===== src/rtl/pla_eval_pkg.sv =====
// -----------------------------------------------------------------------------
// pla_eval_pkg
// Shared widths and the response-entry layout for the PLA evaluation scheduler.
//   PLA_IN_W  : PLA input vector width  (x0..x6)
//   PLA_OUT_W : PLA output vector width (z0..z9)
//   MAX_ID_W  : widest requester tag carried in a response entry; users
//               truncate it to their own ID_W.
// -----------------------------------------------------------------------------
package pla_eval_pkg;

  localparam int PLA_IN_W  = 7;
  localparam int PLA_OUT_W = 10;
  localparam int MAX_ID_W  = 3;

  typedef struct packed {
    logic [PLA_OUT_W-1:0] z;
    logic [PLA_IN_W-1:0]  x;
    logic [MAX_ID_W-1:0]  id;
  } pla_rsp_t;

endpackage


===== src/rtl/pla_eval_sched_rr_arbiter.sv =====
// -----------------------------------------------------------------------------
// rr_arbiter
// Round-robin arbiter with an owned rotating priority pointer. The search
// starts at the pointer and wraps modulo NUM_REQ; after a grant the pointer
// moves to one past the winner, otherwise it holds.
// Ports:
//   clk, rst_n  : clock, asynchronous active-low reset (pointer -> 0)
//   i_req       : per-requester request
//   i_en        : grant enable (no grant when low)
//   o_gnt       : one-hot grant (or zero), combinational
//   o_gnt_idx   : index of the granted requester (0 when no grant)
// -----------------------------------------------------------------------------
module rr_arbiter #(
  parameter int NUM_REQ = 4,
  parameter int IDX_W   = $clog2(NUM_REQ)
) (
  input  logic               clk,
  input  logic               rst_n,
  input  logic [NUM_REQ-1:0] i_req,
  input  logic               i_en,
  output logic [NUM_REQ-1:0] o_gnt,
  output logic [IDX_W-1:0]   o_gnt_idx
);

  logic [IDX_W-1:0] r_ptr;
  logic             w_found;
  logic [IDX_W-1:0] w_j;

  always_comb begin
    o_gnt     = '0;
    o_gnt_idx = '0;
    w_found   = 1'b0;
    w_j       = '0;
    for (int i = 0; i < NUM_REQ; i++) begin
      w_j = IDX_W'((int'(r_ptr) + i) % NUM_REQ);
      if (i_en && !w_found && i_req[w_j]) begin
        w_found      = 1'b1;
        o_gnt[w_j]   = 1'b1;
        o_gnt_idx    = w_j;
      end
    end
  end

  always_ff @(posedge clk or negedge rst_n) begin
    if (!rst_n) begin
      r_ptr <= '0;
    end else if (|o_gnt) begin
      r_ptr <= (o_gnt_idx == IDX_W'(NUM_REQ - 1)) ? '0 : o_gnt_idx + 1'b1;
    end
  end

endmodule


===== src/rtl/pla_eval_sched.sv =====
// -----------------------------------------------------------------------------
// pla_eval_sched
// Time-shares one external combinational PLA (x0..x6 -> z0..z9) among NUM_REQ
// requesters. A round-robin arbiter issues at most one vector per cycle into a
// registered stage driving pla_x; the PLA result is captured on the next edge
// into a response FIFO together with the vector and the requester id.
// Issue is credit-gated so the FIFO can never overflow: a slot must exist for
// every vector already in flight (fifo count + stage-1 valid < RSP_DEPTH).
// A pop does not return credit until the following cycle.
//
// Optional build macro: PLA_EVAL_SCHED_CHECK_EN
//   Defined  : each captured PLA result is checked against the identities
//              z8 == ~x3, z7 == x2^x3, z6 == ~x1 ^ (x2|~x3); a mismatch sets
//              the sticky chk_err. Data is pushed unchanged.
//   Undefined: chk_err is tied low.
//
// Ports:
//   clk, rst_n  : clock, asynchronous active-low reset
//   req_valid   : per-requester request valid
//   req_ready   : per-requester accept, one-hot or zero (combinational)
//   req_x       : per-requester vectors, slice i = [7*i+6:7*i]
//   pla_x       : registered vector to the PLA inputs (holds when idle)
//   pla_z       : PLA outputs, combinational from pla_x
//   rsp_valid / rsp_ready : response handshake
//   rsp_z, rsp_x, rsp_id  : head FIFO entry
//   eval_cnt    : saturating count of captured evaluations
//   chk_err     : sticky PLA self-check error
// -----------------------------------------------------------------------------
module pla_eval_sched
  import pla_eval_pkg::*;
#(
  parameter int NUM_REQ   = 4,
  parameter int RSP_DEPTH = 2,
  parameter int ID_W      = $clog2(NUM_REQ)
) (
  input  logic                        clk,
  input  logic                        rst_n,
  input  logic [NUM_REQ-1:0]          req_valid,
  output logic [NUM_REQ-1:0]          req_ready,
  input  logic [NUM_REQ*PLA_IN_W-1:0] req_x,
  output logic [PLA_IN_W-1:0]         pla_x,
  input  logic [PLA_OUT_W-1:0]        pla_z,
  output logic                        rsp_valid,
  input  logic                        rsp_ready,
  output logic [PLA_OUT_W-1:0]        rsp_z,
  output logic [PLA_IN_W-1:0]         rsp_x,
  output logic [ID_W-1:0]             rsp_id,
  output logic [15:0]                 eval_cnt,
  output logic                        chk_err
);

  localparam int PTR_W = $clog2(RSP_DEPTH);
  localparam int CNT_W = PTR_W + 1;

  logic [NUM_REQ-1:0]  w_gnt;
  logic [ID_W-1:0]     w_gnt_idx;
  logic                w_credit;
  logic [CNT_W:0]      w_occ;
  logic [PLA_IN_W-1:0] w_sel_x;

  logic                r_s1_valid;
  logic [PLA_IN_W-1:0] r_s1_x;
  logic [ID_W-1:0]     r_s1_id;

  pla_rsp_t            r_mem [RSP_DEPTH];
  logic [PTR_W-1:0]    r_wr;
  logic [PTR_W-1:0]    r_rd;
  logic [CNT_W-1:0]    r_cnt;
  logic [15:0]         r_eval_cnt;

  logic                w_push;
  logic                w_pop;
  logic                w_full;
  pla_rsp_t            w_push_data;
  pla_rsp_t            w_head;
  logic                w_unused_id;

  // Credit counts the in-flight stage-1 entry; same-cycle pops are ignored.
  always_comb begin
    w_occ    = {1'b0, r_cnt} + {{CNT_W{1'b0}}, r_s1_valid};
    w_credit = (w_occ < (CNT_W + 1)'(RSP_DEPTH));
  end

  rr_arbiter #(
    .NUM_REQ (NUM_REQ),
    .IDX_W   (ID_W)
  ) u_arb (
    .clk       (clk),
    .rst_n     (rst_n),
    .i_req     (req_valid),
    .i_en      (w_credit),
    .o_gnt     (w_gnt),
    .o_gnt_idx (w_gnt_idx)
  );

  assign req_ready = w_gnt;

  always_comb begin
    w_sel_x = '0;
    for (int i = 0; i < NUM_REQ; i++) begin
      if (w_gnt[i]) w_sel_x = req_x[i*PLA_IN_W +: PLA_IN_W];
    end
  end

  // Stage 1: issue register driving the PLA inputs
  always_ff @(posedge clk or negedge rst_n) begin
    if (!rst_n) begin
      r_s1_valid <= 1'b0;
      r_s1_x     <= '0;
      r_s1_id    <= '0;
    end else begin
      r_s1_valid <= |w_gnt;
      if (|w_gnt) begin
        r_s1_x  <= w_sel_x;
        r_s1_id <= w_gnt_idx;
      end
    end
  end

  assign pla_x = r_s1_x;

  // Stage 2: capture PLA result into the response FIFO
  always_comb begin
    w_push_data    = '0;
    w_push_data.z  = pla_z;
    w_push_data.x  = r_s1_x;
    w_push_data.id = MAX_ID_W'(r_s1_id);
  end

  assign w_push = r_s1_valid;
  assign w_pop  = rsp_valid && rsp_ready;
  assign w_full = (r_cnt == CNT_W'(RSP_DEPTH));

  always_ff @(posedge clk or negedge rst_n) begin
    if (!rst_n) begin
      for (int i = 0; i < RSP_DEPTH; i++) r_mem[i] <= '0;
      r_wr       <= '0;
      r_rd       <= '0;
      r_cnt      <= '0;
      r_eval_cnt <= '0;
    end else begin
      if (w_push) begin
        r_mem[r_wr] <= w_push_data;
        r_wr        <= r_wr + 1'b1;
      end
      if (w_pop) r_rd <= r_rd + 1'b1;
      if (w_push && !w_pop)      r_cnt <= r_cnt + 1'b1;
      else if (!w_push && w_pop) r_cnt <= r_cnt - 1'b1;
      if (w_push && (r_eval_cnt != 16'hFFFF)) r_eval_cnt <= r_eval_cnt + 16'd1;
    end
  end

  assign w_head      = r_mem[r_rd];
  assign rsp_valid   = (r_cnt != '0);
  assign rsp_z       = w_head.z;
  assign rsp_x       = w_head.x;
  assign rsp_id      = w_head.id[ID_W-1:0];
  assign eval_cnt    = r_eval_cnt;
  // Upper tag bits beyond ID_W are always zero here.
  assign w_unused_id = ^w_head.id;

`ifdef PLA_EVAL_SCHED_CHECK_EN
  logic w_chk_bad;
  logic r_chk_err;

  always_comb begin
    w_chk_bad = (pla_z[8] != ~r_s1_x[3]) ||
                (pla_z[7] != (r_s1_x[2] ^ r_s1_x[3])) ||
                (pla_z[6] != (~r_s1_x[1] ^ (r_s1_x[2] | ~r_s1_x[3])));
  end

  always_ff @(posedge clk or negedge rst_n) begin
    if (!rst_n) begin
      r_chk_err <= 1'b0;
    end else if (w_push && w_chk_bad) begin
      r_chk_err <= 1'b1;
    end
  end

  assign chk_err = r_chk_err;
`else
  assign chk_err = 1'b0;
`endif

`ifndef SYNTHESIS
  // Credit gating makes a push into a full FIFO a design bug.
  always_ff @(posedge clk) begin
    if (rst_n) begin
      assert (!(w_push && w_full && !w_pop))
        else $error("pla_eval_sched: push into full response FIFO");
    end
  end
`endif

endmodule


===== config.mk =====
export PLATFORM = sky130hd
export DESIGN_NAME = pla_eval_sched
export DESIGN_NICKNAME = d
export VERILOG_FILES = /design/src/rtl/pla_eval_pkg.sv /design/src/rtl/pla_eval_sched_rr_arbiter.sv /design/src/rtl/pla_eval_sched.sv
export SDC_FILE = /design/constraint.sdc
export NUM_CORES = 1
export LEC_CHECK = 0
export CORE_MARGIN = 8
export CORE_UTILIZATION = 35
export DETAILED_ROUTE_END_ITERATION = 10
export GPL_TIMING_DRIVEN = 0
export PLACE_DENSITY_LB_ADDON = 0.05
export SYNTH_ARGS = -nofsm -noshare
export SYNTH_HDL_FRONTEND = slang
export SYNTH_SLANG_ARGS = --single-unit

===== constraint.sdc =====
create_clock -name clk -period 5.22 [get_ports clk]
set_input_delay 0.522 -clock clk [delete_from_list [all_inputs] [get_ports clk]]
set_output_delay 0.522 -clock clk [all_outputs]
set_load 0.005 [all_outputs]

## Yosys cells after proc, flatten, opt, wreduce, memory -nomap -nowiden

Index checks and enable logic that the tools add are counted.

- Flip-flop bits (word level): 72
- Input bits: 45
- Logic and storage cells: 107

- $add $sub $neg: 10
- $lt $le $gt $ge: 12
- Equal/unequal tests: 2
- Mux-type cells: 40
- Bitwise logic cells: 5
- Reductions and logical operators: 24

Operators by type and width:

| kind | count |
|---|---|
| $mux 20 | 4 |
| $bwmux 40 | 1 |
| $mux 7 | 4 |
| $demux 20 s1 | 1 |
| $add 16x1->16 const B | 1 |
| $logic_and 1x1->1 | 16 |
| $mux 4 | 4 |
| $ne 16x16->1 const B | 1 |
| $mux 2 | 7 |
| $lt 2x3->1 const B | 4 |
| $or 4x4->4 | 3 |
| $mux 1 | 11 |
| $bmux 1 s2 | 4 |
| $demux 1 s2 | 4 |
| $ge 2x1->1 const B | 4 |
| $add 2x1->2 const B | 3 |
| $logic_not 1->1 | 5 |
| $add 2x2->2 const B | 2 |
| $ge 2x2->1 const B | 2 |
| $not 1->2 | 2 |
| $reduce_bool 2->1 | 2 |
| $reduce_or 4->1 | 1 |
| $add 2x1->3 | 1 |
| $lt 3x2->1 const B | 1 |
| 4 further kinds | 5 |

## Logic depth before layout (Yosys ltp)

- Depth after elaboration: 20
- Mapped depth: 15

## Cells and area by module

Synthesis repeated with hierarchy kept, for this count alone.

- Cell total of the unflattened synthesis: 302
- Area, all modules: 3742.3 µm²

By module, submodules not included:

| module | times used | cells each | area an instance (µm²) | sequential area each (µm²) |
|---|---|---|---|---|
| pla_eval_sched | 1 | 242 | 3154.3 | 1701.6 |
| rr_arbiter | 1 | 60 | 588.1 | 50.0 |

## Worst setup path after synthesis

Ideal clock, no wire load.

- Kind: flip-flop to flip-flop
- Start: reg with a tool-made name
- End: reg r_s1_x[0] (netlist: pla_x[0])
- Setup time: 92 ps
- Arrival: 3119 ps
- Path slack: 2009 ps
- Stages on the path, launching flop included: 16
- Clock period less this slack: 3211 ps
- Cells stage by stage: dfrtp_1 -> buf_6 -> buf_2 -> inv_1 -> ha_1 -> buf_4 -> mux4_2 -> buf_4 -> a221o_1 -> nand2_2 -> nand2_4 -> inv_4 -> nor3_1 -> or2_0 -> buf_6 -> o31ai_2

RTL lines:

| item | line | RTL |
|---|---|---|
| to (signal assigned) | pla_eval_sched.sv:114 | `r_s1_x <= w_sel_x;` |
| to (decl) | pla_eval_sched.sv:62 | `logic [PLA_IN_W-1:0] r_s1_x;` |

==> results_dict.tcl <==
set metrics [dict create \
    ioPinCount 93 \
    status "finished clean" \
    ys.flop_type "dfrtp_1" \
    cts_resized 0 \
    leakagePower_nw 2.105 \
    synth_edf_count 0 \
    drive_gt1_frac 0.2555 \
    fp.dieW_um 119.4 \
    synth_async_sr_flop_share 1.000 \
    maxSlewViolCount 0 \
    r2r_end "pla_x[4]" \
    worstMarginPinSlew_ns 0.6287 \
    num_rows 37 \
    rsz0062_at_grt "no" \
    grtUsageTotal 0.1220 \
    synth.distinct_cells 47 \
    period_share 0.8053 \
    synth_area_um2 3740 \
    clk_pin_slew_ns 0.08 \
    gr-total-overflow 0 \
    num_antenna_cells 0 \
    grt_pass1_wl_um 14430 \
    fmax_mhz 237.9 \
    hold_violations 0 \
    root_buffer "clkbuf_8" \
    cts_setup_buffers 0 \
    ff2ff_path_depth 13 \
    post-route-drc-count 0 \
    cts_tree "built" \
    wl_per_cell_um 15.59 \
    yosysSeqAreaShare 0.4684 \
    synth_area_leaders "dfrtp_1 (47%), mux2_2 (18%), xnor2_1 (3.3%), mux4_2 (2.4%), ha_1 (2.3%)" \
    area_delta_synth_final_pct 35.66 \
    yosysWarnings 0 \
    dieArea_um2 14250 \
    crit_required_ns 4.70 \
    port_buffers 89 \
    power.total_mw 3.225 \
    start_util 0.3606 \
    crit_path_end_kind "primary output" \
    fp.dieH_um 119.4 \
    final_cell_mix "clkdlybuf4s50_1 (88), dfrtp_1 (70), mux2_2 (59)" \
    cts.sinks 70 \
    grt_pass1_vias 2964 \
    grt_max_degree 71 \
    p_per_area_nw_per_um2 635.6 \
    detail_route.first_pass.iterations 4 \
    nets 458 \
    synth-seq-cells 70 \
    hold_buffers 0 \
    worstPathArrival_ns 3.68 \
    final_common_cell "clkdlybuf4s50_1" \
    syn_area_per_cell_um2 12.26 \
    insertion_delay_ns 0.34 \
    routed_wl_um 8529 \
    h-tree-depth 3 \
    relSlewSlack 0.5809 \
    synth_top_area_share 0.4684 \
    period_minus_slack_ns 4.204 \
    cap_violations 0 \
    num_vias 2702 \
    ctsLongestPathBuffers 2 \
    startpoint_type "flip-flop" \
    yosysTopAreaCell "dfrtp_1" \
    synth_cells 305 \
    cp_max_fo 10 \
    reg2reg_slack_ns 1.49 \
    gp_congestion 0.7577 \
    setup_viol_count_final 0 \
    dpl.hpwl_um 6346 \
    ant_nets 0 \
    core_area_um2 10370 \
    ir_drop_mv 0.3608 \
    antenna_found_initial 0 \
    min_path_type "primary input to async pin" \
    avgViaCountPerCell 4.940 \
    cts_made_buffers 9 \
    synth_nets 357 \
    fin_tns_setup_ns 0 \
    drt_iter0_markers 60 \
    path_class "flip-flop to primary output" \
    clock-skew-final_ns 0.009113 \
]
[synthesized netlist by cell type (4+ instances only)]
master	count
xor2_1	7
nor2_1	16
mux2_2	59
dfrtp_1	70
inv_1	7
mux2i_1	6
a22oi_1	8
ha_1	7
o31ai_2	6
a221oi_1	8
mux4_2	4
nand3_1	7
nand4_1	6
xnor2_1	14
nand2_1	14
a21oi_1	7
nor3_1	4
clkbuf_1	9
[per-layer routing]
layer	up-vias	global-route usage	share of wire
met4	0	0.04215	0.012
met3	8	0.05243	0.087
met1	1307	0.1472	0.45
met5	-	0	0
met2	71	0.1914	0.45
li1	1316	-	-
[logic make-up (layout without fill, tap and decap cells)]
group,count (synthesis),after routing,synth area share
other cells,1,1,0.001003
fa+ha+maj,7,7,0.02342
compound gates,46,46,0.1124
flops,70,70,0.4684
xor+xnor,21,21,0.04918
mux,71,71,0.2238
simple gates,63,63,0.08699
buf+inv,26,132,0.03479
[final cells by class]
class,count,area (µm²)
fillers,956,5296
flip-flops and latches,70,1752
plain buffers,17,93.84
well taps,136,170.2
clock inverters,5,106.4
repair buffers,90,915.9
multi-input cells,209,1858
inverters,9,36.28
clock buffers,11,141.4
[state kept, by name (all words and copies together), names as in the netlist, named ones only]
| name | count |
|---|---|
| u_arb.r_ptr | 1 |
| r_s1_id | 2 |
| eval_cnt | 16 |
| r_cnt | 2 |
| r_s1_valid | 1 |
| r_rd | 1 |
| pla_x | 7 |
| r_wr | 1 |
| r_mem | 38 |
[worst max path at each step]
stage / start / end / slack [ns] / cells past startpoint
3_3_place_gp: rst_n / pla_x[1] / 1.15 / 1
4_1_cts: flip-flop / req_ready[3] / 0.97 / 10
2_1_floorplan: flip-flop / pla_x[0] / 2.01 / 15
6_report: flip-flop / req_ready[3] / 1.02 / 10
3_5_place_dp: flip-flop / req_ready[3] / 1.35 / 10
5_1_grt: flip-flop / req_ready[3] / 0.79 / 10
[worst max-delay path, cell delays in order, from the launching register on]
cell and delay (ns):
dfrtp_1 0.42, buf_6 0.15, buf_2 0.21, inv_1 0.14
ha_1 0.30, buf_4 0.15, mux4_2 0.53, buf_4 0.19
a221o_1 0.39, a21oi_4 0.30, clkdlybuf4s50_1 0.57
[power by group]
part	switching, mW	internal [mW]	leakage, nW
combinational	0.809	0.975	1.10
clock	0.203	0.332	0.120
sequential	0.144	0.763	0.882
total	1.16	2.07	2.10
[through the flow]
step	util	hold slack [ns]	cells	area [µm²]	setup WS, ns
6_report	0.4893	0.1712	547	5074	1.016
5_1_grt	0.4893	0.1945	547	5074	0.7867
4_1_cts	0.4893	0.1839	547	5074	0.9686
3_5_place_dp	0.4654	0.4865	531	4826	1.354
3_3_place_gp	0.4630	0.4783	530	4801	1.151
2_1_floorplan	-	0.2264	305	3740	2.009
Note: power is estimated with default switching activity, not from simulation.
